==> config.mk <==
export PLATFORM = sky130hd
export DESIGN_NAME = game_seq
export DESIGN_NICKNAME = d
export VERILOG_FILES = /design/src/rtl/game_seq.sv
export SDC_FILE = /design/constraint.sdc
export NUM_CORES = 1
export LEC_CHECK = 0
export ABC_CLOCK_PERIOD_IN_PS = 1760
export CAP_MARGIN = 10
export CORE_ASPECT_RATIO = 1.1
export CORE_MARGIN = 8
export CORE_UTILIZATION = 48
export CTS_CLUSTER_SIZE = 24
export DETAILED_ROUTE_END_ITERATION = 8
export PLACE_DENSITY = 0.75
export SETUP_SLACK_MARGIN = 0.02
export SYNTH_ARGS = -nofsm -noshare
export SYNTH_HDL_FRONTEND = slang
export SYNTH_SLANG_ARGS = --single-unit
export TNS_END_PERCENT = 10
==> constraint.sdc <==
create_clock -name clk -period 1.76 [get_ports clk]
set_clock_uncertainty 0.1 [all_clocks]
set_input_delay 0.352 -clock clk [delete_from_list [all_inputs] [get_ports clk]]
set_output_delay 0.352 -clock clk [all_outputs]
set_load 0.1 [all_outputs]
==> src/rtl/game_seq.sv <==
// game_seq: top-level game controller for space_invaders.
// Sequences the per-frame player/bullet/alien updates through a req/done
// handshake, owns the lives and score registers, and runs the game FSM.
module game_seq #(
  parameter int unsigned LIVES_INIT        = 3,
  parameter int unsigned SCORE_MAX         = 9,
  parameter int unsigned ALIEN_STEP_FRAMES = 30,
  parameter int unsigned HIT_PAUSE_FRAMES  = 60
) (
  input  logic       clk,
  input  logic       rst,
  input  logic       frame_tick,
  input  logic       btn_shoot_p,
  input  logic       btn_rst_p,
  output logic [2:0] upd_req,
  input  logic [2:0] upd_done,
  output logic       alien_step,
  input  logic       alien_killed,
  input  logic       player_hit,
  input  logic       aliens_cleared,
  input  logic       aliens_landed,
  output logic       level_rst,
  output logic [3:0] lives,
  output logic [3:0] score,
  output logic       play_en,
  output logic       game_over,
  output logic       overrun
);

  localparam int unsigned SW = $clog2(ALIEN_STEP_FRAMES + 1);
  localparam int unsigned PW = $clog2(HIT_PAUSE_FRAMES + 1);
  localparam logic [3:0] LIVES_LOAD = 4'(LIVES_INIT);
  localparam logic [3:0] SCORE_SAT  = 4'(SCORE_MAX);
  localparam logic [SW-1:0] STEP_LAST  = SW'(ALIEN_STEP_FRAMES - 1);
  localparam logic [PW-1:0] PAUSE_LAST = PW'(HIT_PAUSE_FRAMES - 1);

  typedef enum logic [3:0] {
    IDLE,
    PLAY_WAIT,
    UPD_PLAYER,
    UPD_BULLET,
    UPD_ALIEN,
    CHECK,
    HIT_PAUSE,
    WIN,
    OVER
  } state_t;

  state_t        state;
  state_t        state_nxt;
  logic [SW-1:0] step_cnt;
  logic [PW-1:0] pause_cnt;
  logic          hit_latch;
  logic          hit_now;
  logic          in_seq;

  // A hit arriving in the CHECK cycle itself is folded into that decision
  // rather than carried into the next frame.
  assign hit_now = hit_latch | player_hit;
  assign in_seq  = (state == UPD_PLAYER) || (state == UPD_BULLET) ||
                   (state == UPD_ALIEN)  || (state == CHECK);

  // Next-state decision; registered outputs are derived from it below.
  always_comb begin
    state_nxt = state;
    if (btn_rst_p) begin
      state_nxt = IDLE;
    end else begin
      case (state)
        IDLE, OVER: if (btn_shoot_p) state_nxt = PLAY_WAIT;
        PLAY_WAIT:  if (frame_tick)  state_nxt = UPD_PLAYER;
        UPD_PLAYER: if (upd_done[0]) state_nxt = UPD_BULLET;
        UPD_BULLET: if (upd_done[1]) state_nxt = UPD_ALIEN;
        UPD_ALIEN:  if (upd_done[2]) state_nxt = CHECK;
        CHECK: begin
          if (aliens_landed)       state_nxt = OVER;
          else if (hit_now)        state_nxt = (lives <= 4'd1) ? OVER : HIT_PAUSE;
          else if (aliens_cleared) state_nxt = WIN;
          else                     state_nxt = PLAY_WAIT;
        end
        HIT_PAUSE: if (frame_tick && pause_cnt == PAUSE_LAST) state_nxt = PLAY_WAIT;
        WIN:       if (btn_shoot_p) state_nxt = PLAY_WAIT;
        default:   state_nxt = IDLE;
      endcase
    end
  end

  // State, counters, lives/score and all registered outputs.
  always_ff @(posedge clk or negedge rst) begin
    if (!rst) begin
      state      <= IDLE;
      upd_req    <= '0;
      alien_step <= 1'b0;
      level_rst  <= 1'b0;
      lives      <= LIVES_LOAD;
      score      <= '0;
      step_cnt   <= '0;
      pause_cnt  <= '0;
      hit_latch  <= 1'b0;
      overrun    <= 1'b0;
      play_en    <= 1'b0;
      game_over  <= 1'b0;
    end else begin
      state     <= state_nxt;
      upd_req   <= {state_nxt == UPD_ALIEN, state_nxt == UPD_BULLET,
                    state_nxt == UPD_PLAYER};
      play_en   <= (state_nxt == PLAY_WAIT) || (state_nxt == UPD_PLAYER) ||
                   (state_nxt == UPD_BULLET) || (state_nxt == UPD_ALIEN) ||
                   (state_nxt == CHECK);
      game_over <= (state_nxt == OVER);
      level_rst <= 1'b0;

      if (btn_rst_p) begin
        lives      <= LIVES_LOAD;
        score      <= '0;
        step_cnt   <= '0;
        pause_cnt  <= '0;
        hit_latch  <= 1'b0;
        overrun    <= 1'b0;
        alien_step <= 1'b0;
      end else begin
        if (play_en && alien_killed && score < SCORE_SAT)
          score <= score + 4'd1;

        if (state == CHECK)
          hit_latch <= 1'b0;
        else if (play_en && player_hit)
          hit_latch <= 1'b1;

        if (frame_tick && in_seq)
          overrun <= 1'b1;

        // Step decision is taken once on entry and held for the whole visit.
        if (state_nxt == UPD_ALIEN && state != UPD_ALIEN) begin
          if (step_cnt == STEP_LAST) begin
            step_cnt   <= '0;
            alien_step <= 1'b1;
          end else begin
            step_cnt   <= step_cnt + 1'b1;
            alien_step <= 1'b0;
          end
        end else if (state_nxt != UPD_ALIEN) begin
          alien_step <= 1'b0;
        end

        case (state)
          IDLE, OVER: begin
            if (btn_shoot_p) begin
              level_rst <= 1'b1;
              lives     <= LIVES_LOAD;
              score     <= '0;
              step_cnt  <= '0;
              hit_latch <= 1'b0;
            end
          end
          CHECK: begin
            if (aliens_landed) begin
              lives <= '0;
            end else if (hit_now) begin
              if (lives != 4'd0) lives <= lives - 4'd1;
              pause_cnt <= '0;
            end
          end
          HIT_PAUSE: begin
            if (frame_tick)
              pause_cnt <= (pause_cnt == PAUSE_LAST) ? '0 : pause_cnt + 1'b1;
          end
          WIN: begin
            if (btn_shoot_p) begin
              level_rst <= 1'b1;
              step_cnt  <= '0;
            end
          end
          default: ;
        endcase
      end
    end
  end

endmodule
==> results.yml <==
run_status:
  status: "finished, violations left"
  violations: "negative setup slack"
finish:
  fin_nets: 289
  n_antenna_cell: 0
  drive_above_1_share_pct: 39.9
  fillers: 259
  area_growth_pct: 58.1
  final_common_cell: "buf_4"
  layout_common_cells: "buf_4, dfrtp_1, buf_12, nor2_1, nand2_1"
  final_cells: 323
global_routing:
  grt_pass1_vias: 1720
  grt-ovfl-total: 0
  grt_antenna_before_repair: 0
  grt_pass1_wl_mm: 7.80
  grt_usage_pct: 16.4
  grt_max_degree: 33
power_and_ir_drop:
  p_int_mw: 1.34
  clkPwrFrac_pct: 37.6
  finalPower_mw: 1.87
  ir_worst_vdd_mv: 0.486
  combPwrFrac_pct: 20.7
  p_leak_nw: 1.25
  p_sw_share_pct: 28.2
  p_per_area_nw_per_um2: 627
  power.switching_mw: 0.527
  power.sequential.fraction_pct: 41.8
die:
  boundaryPins: 28
  die_w_um: 75.8
  die-area_um2: 6200
  core_um2: 3870
  placementRows: 24
  die_h_um: 81.8
  initial_core_util_pct: 48.7
place:
  gp_congestion: 0.855
  io_buffer_count: 27
  hpwl_mm: 3.66
  pre_cts_ws_ns: -0.378
  placed_cells: 310
yosys:
  avgSynthCellArea_um2: 9.48
  yosysSeqAreaShare_pct: 42.6
  synth_flop_cell: "dfrtp_1"
  synthesis.area_um2: 1890
  synthCells: 199
  yosys_warnings: 0
  async_flop_share_pct: 100
  ys_ff_latch: 32
  synth_edf_count: 0
  synth_nets: 218
  synth_cell_types: 54
worst_setup_path:
  r2r-end: "step_cnt[4]"
  path_class: "reg -> reg"
  required_ns: 1.87
  reg2reg_setup_slack_ns: -0.08
  endpoint_kind: "flip-flop"
  path_max_fanout: 4
  start_kind: "flip-flop"
  r2r-start: "state[2]"
  reg2regPathDepth: 4
  arrival_ns: 1.95
clocking:
  cts.clk_slew.worst_paths_ns: 0.07
  postCtsHoldBufs: 0
  clock-sinks: 32
  numCtsBuffers: 5
  htreeDepth: 2
  cts_tree: "yes"
  insertion_delay_ns: 0.28
  cts_root_buffer: "clkbuf_8"
  clockBufferDepth: 2
routing:
  wl_mm: 5.06
  drt_iter0_drc: 98
  wl_per_cell_um: 15.7
  first_pass_iters: 4
  ant_nets: 0
  num_vias: 1793
  drc_errors: 0
  viasPerCell: 5.55
sta:
  worstMarginPinSlew_ns: 0.359
  relSlewSlack_pct: 76.0
  rsz0062_at_grt: "true"
  max_freq_ghz: 0.544
  final.period_utilization_pct: 105
  finalHoldViolations: 0
  finalMaxSlewViolations: 0
  hold_slack_ns: 0.318
  setup_viol: 3
  fin_ws_ns: -0.0799
  fin_crit_ns: 1.84
job:
  drv_cap: 0
hold_path:
  hp-class: "in -> async"
## flip-flops by register name, indices dropped and copies added (netlist names)
name,flops
hit_latch,1
pause_cnt,6
lives,4
state,4
level_rst,1
play_en,1
upd_req,3
score,4
overrun,1
step_cnt,5
game_over,1
alien_step,1
## worst max-delay path by stage
stage,startpoint,to,cells past startpoint
after floorplan,lives[1],game_over,6
final,state[2],step_cnt[4],4
after global routing,state[2],step_cnt[4],4
after global placement,upd_done[1],step_cnt[4],5
after detailed placement,upd_done[1],step_cnt[4],5
after CTS,step_cnt[0],step_cnt[3],5
## metal layers
layer | up-vias | share of wire, % | wire [µm] | GRT usage (%)
met3 | 8 | 3.8 | 192 | 4.03
met1 | 864 | 41 | 2060 | 18.3
met5 | - | 0 | 0 | 0
li1 | 886 | - | - | -
met2 | 35 | 54 | 2750 | 29.3
met4 | 0 | 1.1 | 55 | 5.38
## kinds of logic after synthesis
group | Yosys count | synth area share (%)
and+or+nand+nor | 84 | 27.0
muxes | 3 | 1.59
AOI/OAI and AO/OA | 49 | 18.0
DFF | 32 | 42.6
buffers and inverters | 19 | 3.85
adders and majority gates | 7 | 4.64
xor gates and xnor gates | 5 | 2.32
## cell usage after synthesis (3+ instances only)
| cell | number | area [µm²] |
|---|---|---|
| a21oi_1 | 13 | 65.1 |
| a21o_1 | 3 | 22.5 |
| inv_1 | 14 | 52.6 |
| o21ai_0 | 8 | 40.0 |
| xnor2_1 | 4 | 35.0 |
| ha_1 | 7 | 87.6 |
| dfrtp_1 | 30 | 751 |
| nand2b_1 | 5 | 31.3 |
| nor2_1 | 16 | 60.1 |
| nand4_1 | 3 | 18.8 |
| or3_1 | 6 | 37.5 |
| nor3_1 | 5 | 25.0 |
| clkbuf_1 | 4 | 15.0 |
| and3_1 | 4 | 25.0 |
| nand2_1 | 13 | 48.8 |
| nand3_1 | 7 | 35.0 |
| nor4bb_1 | 3 | 30.0 |
| mux2i_1 | 3 | 30.0 |
## cell type report
type	count	area, µm²	share of cell area, %
multi-input combinational	148	1160	39.0
inverter	14	57.6	1.93
timing repair buffer	69	767	25.7
tap	52	65.1	2.18
sequential	32	820	27.5
clock inverter	3	42.5	1.43
clock buffer	5	68.8	2.31
## what timing repair did
action / in CTS / in global routing
gates cloned: 0 / 0
buffers inserted: 3 / 2
pin swaps: 8 / 12
setup endpoints to repair: 14 / 24
resized for setup: 6 / 23
## metrics by stage
| stage | util [%] | TNS [ns] | area, µm² |
|---|---|---|---|
| global route | 77.0 | -0.707 | 2980 |
| floorplan | - | -0.435 | 1960 |
| finish | 77.0 | -0.161 | 2980 |
| global placement | 70.3 | -4.40 | 2720 |
| CTS | 74.2 | -0.0984 | 2880 |
| detailed placement | 70.3 | -4.98 | 2720 |
## critical path, stage by stage (launching register included)
cell      delay, ns
dfrtp_1        0.40
nand4b_1       0.24
or3_4          0.42
or4_1          0.44
a21oi_1        0.16
## power groups by stage
stage	clock network, mW	logic, mW	registers (mW)
2_1_floorplan	0	0.115	0.862
3_3_place_gp	0	0.366	0.793
3_5_place_dp	0	0.370	0.793
4_1_cts	0.714	0.374	0.780
5_1_grt	0.748	0.415	0.783
6_report	0.702	0.386	0.781
No activity file was read; power rests on OpenSTA's default activity.
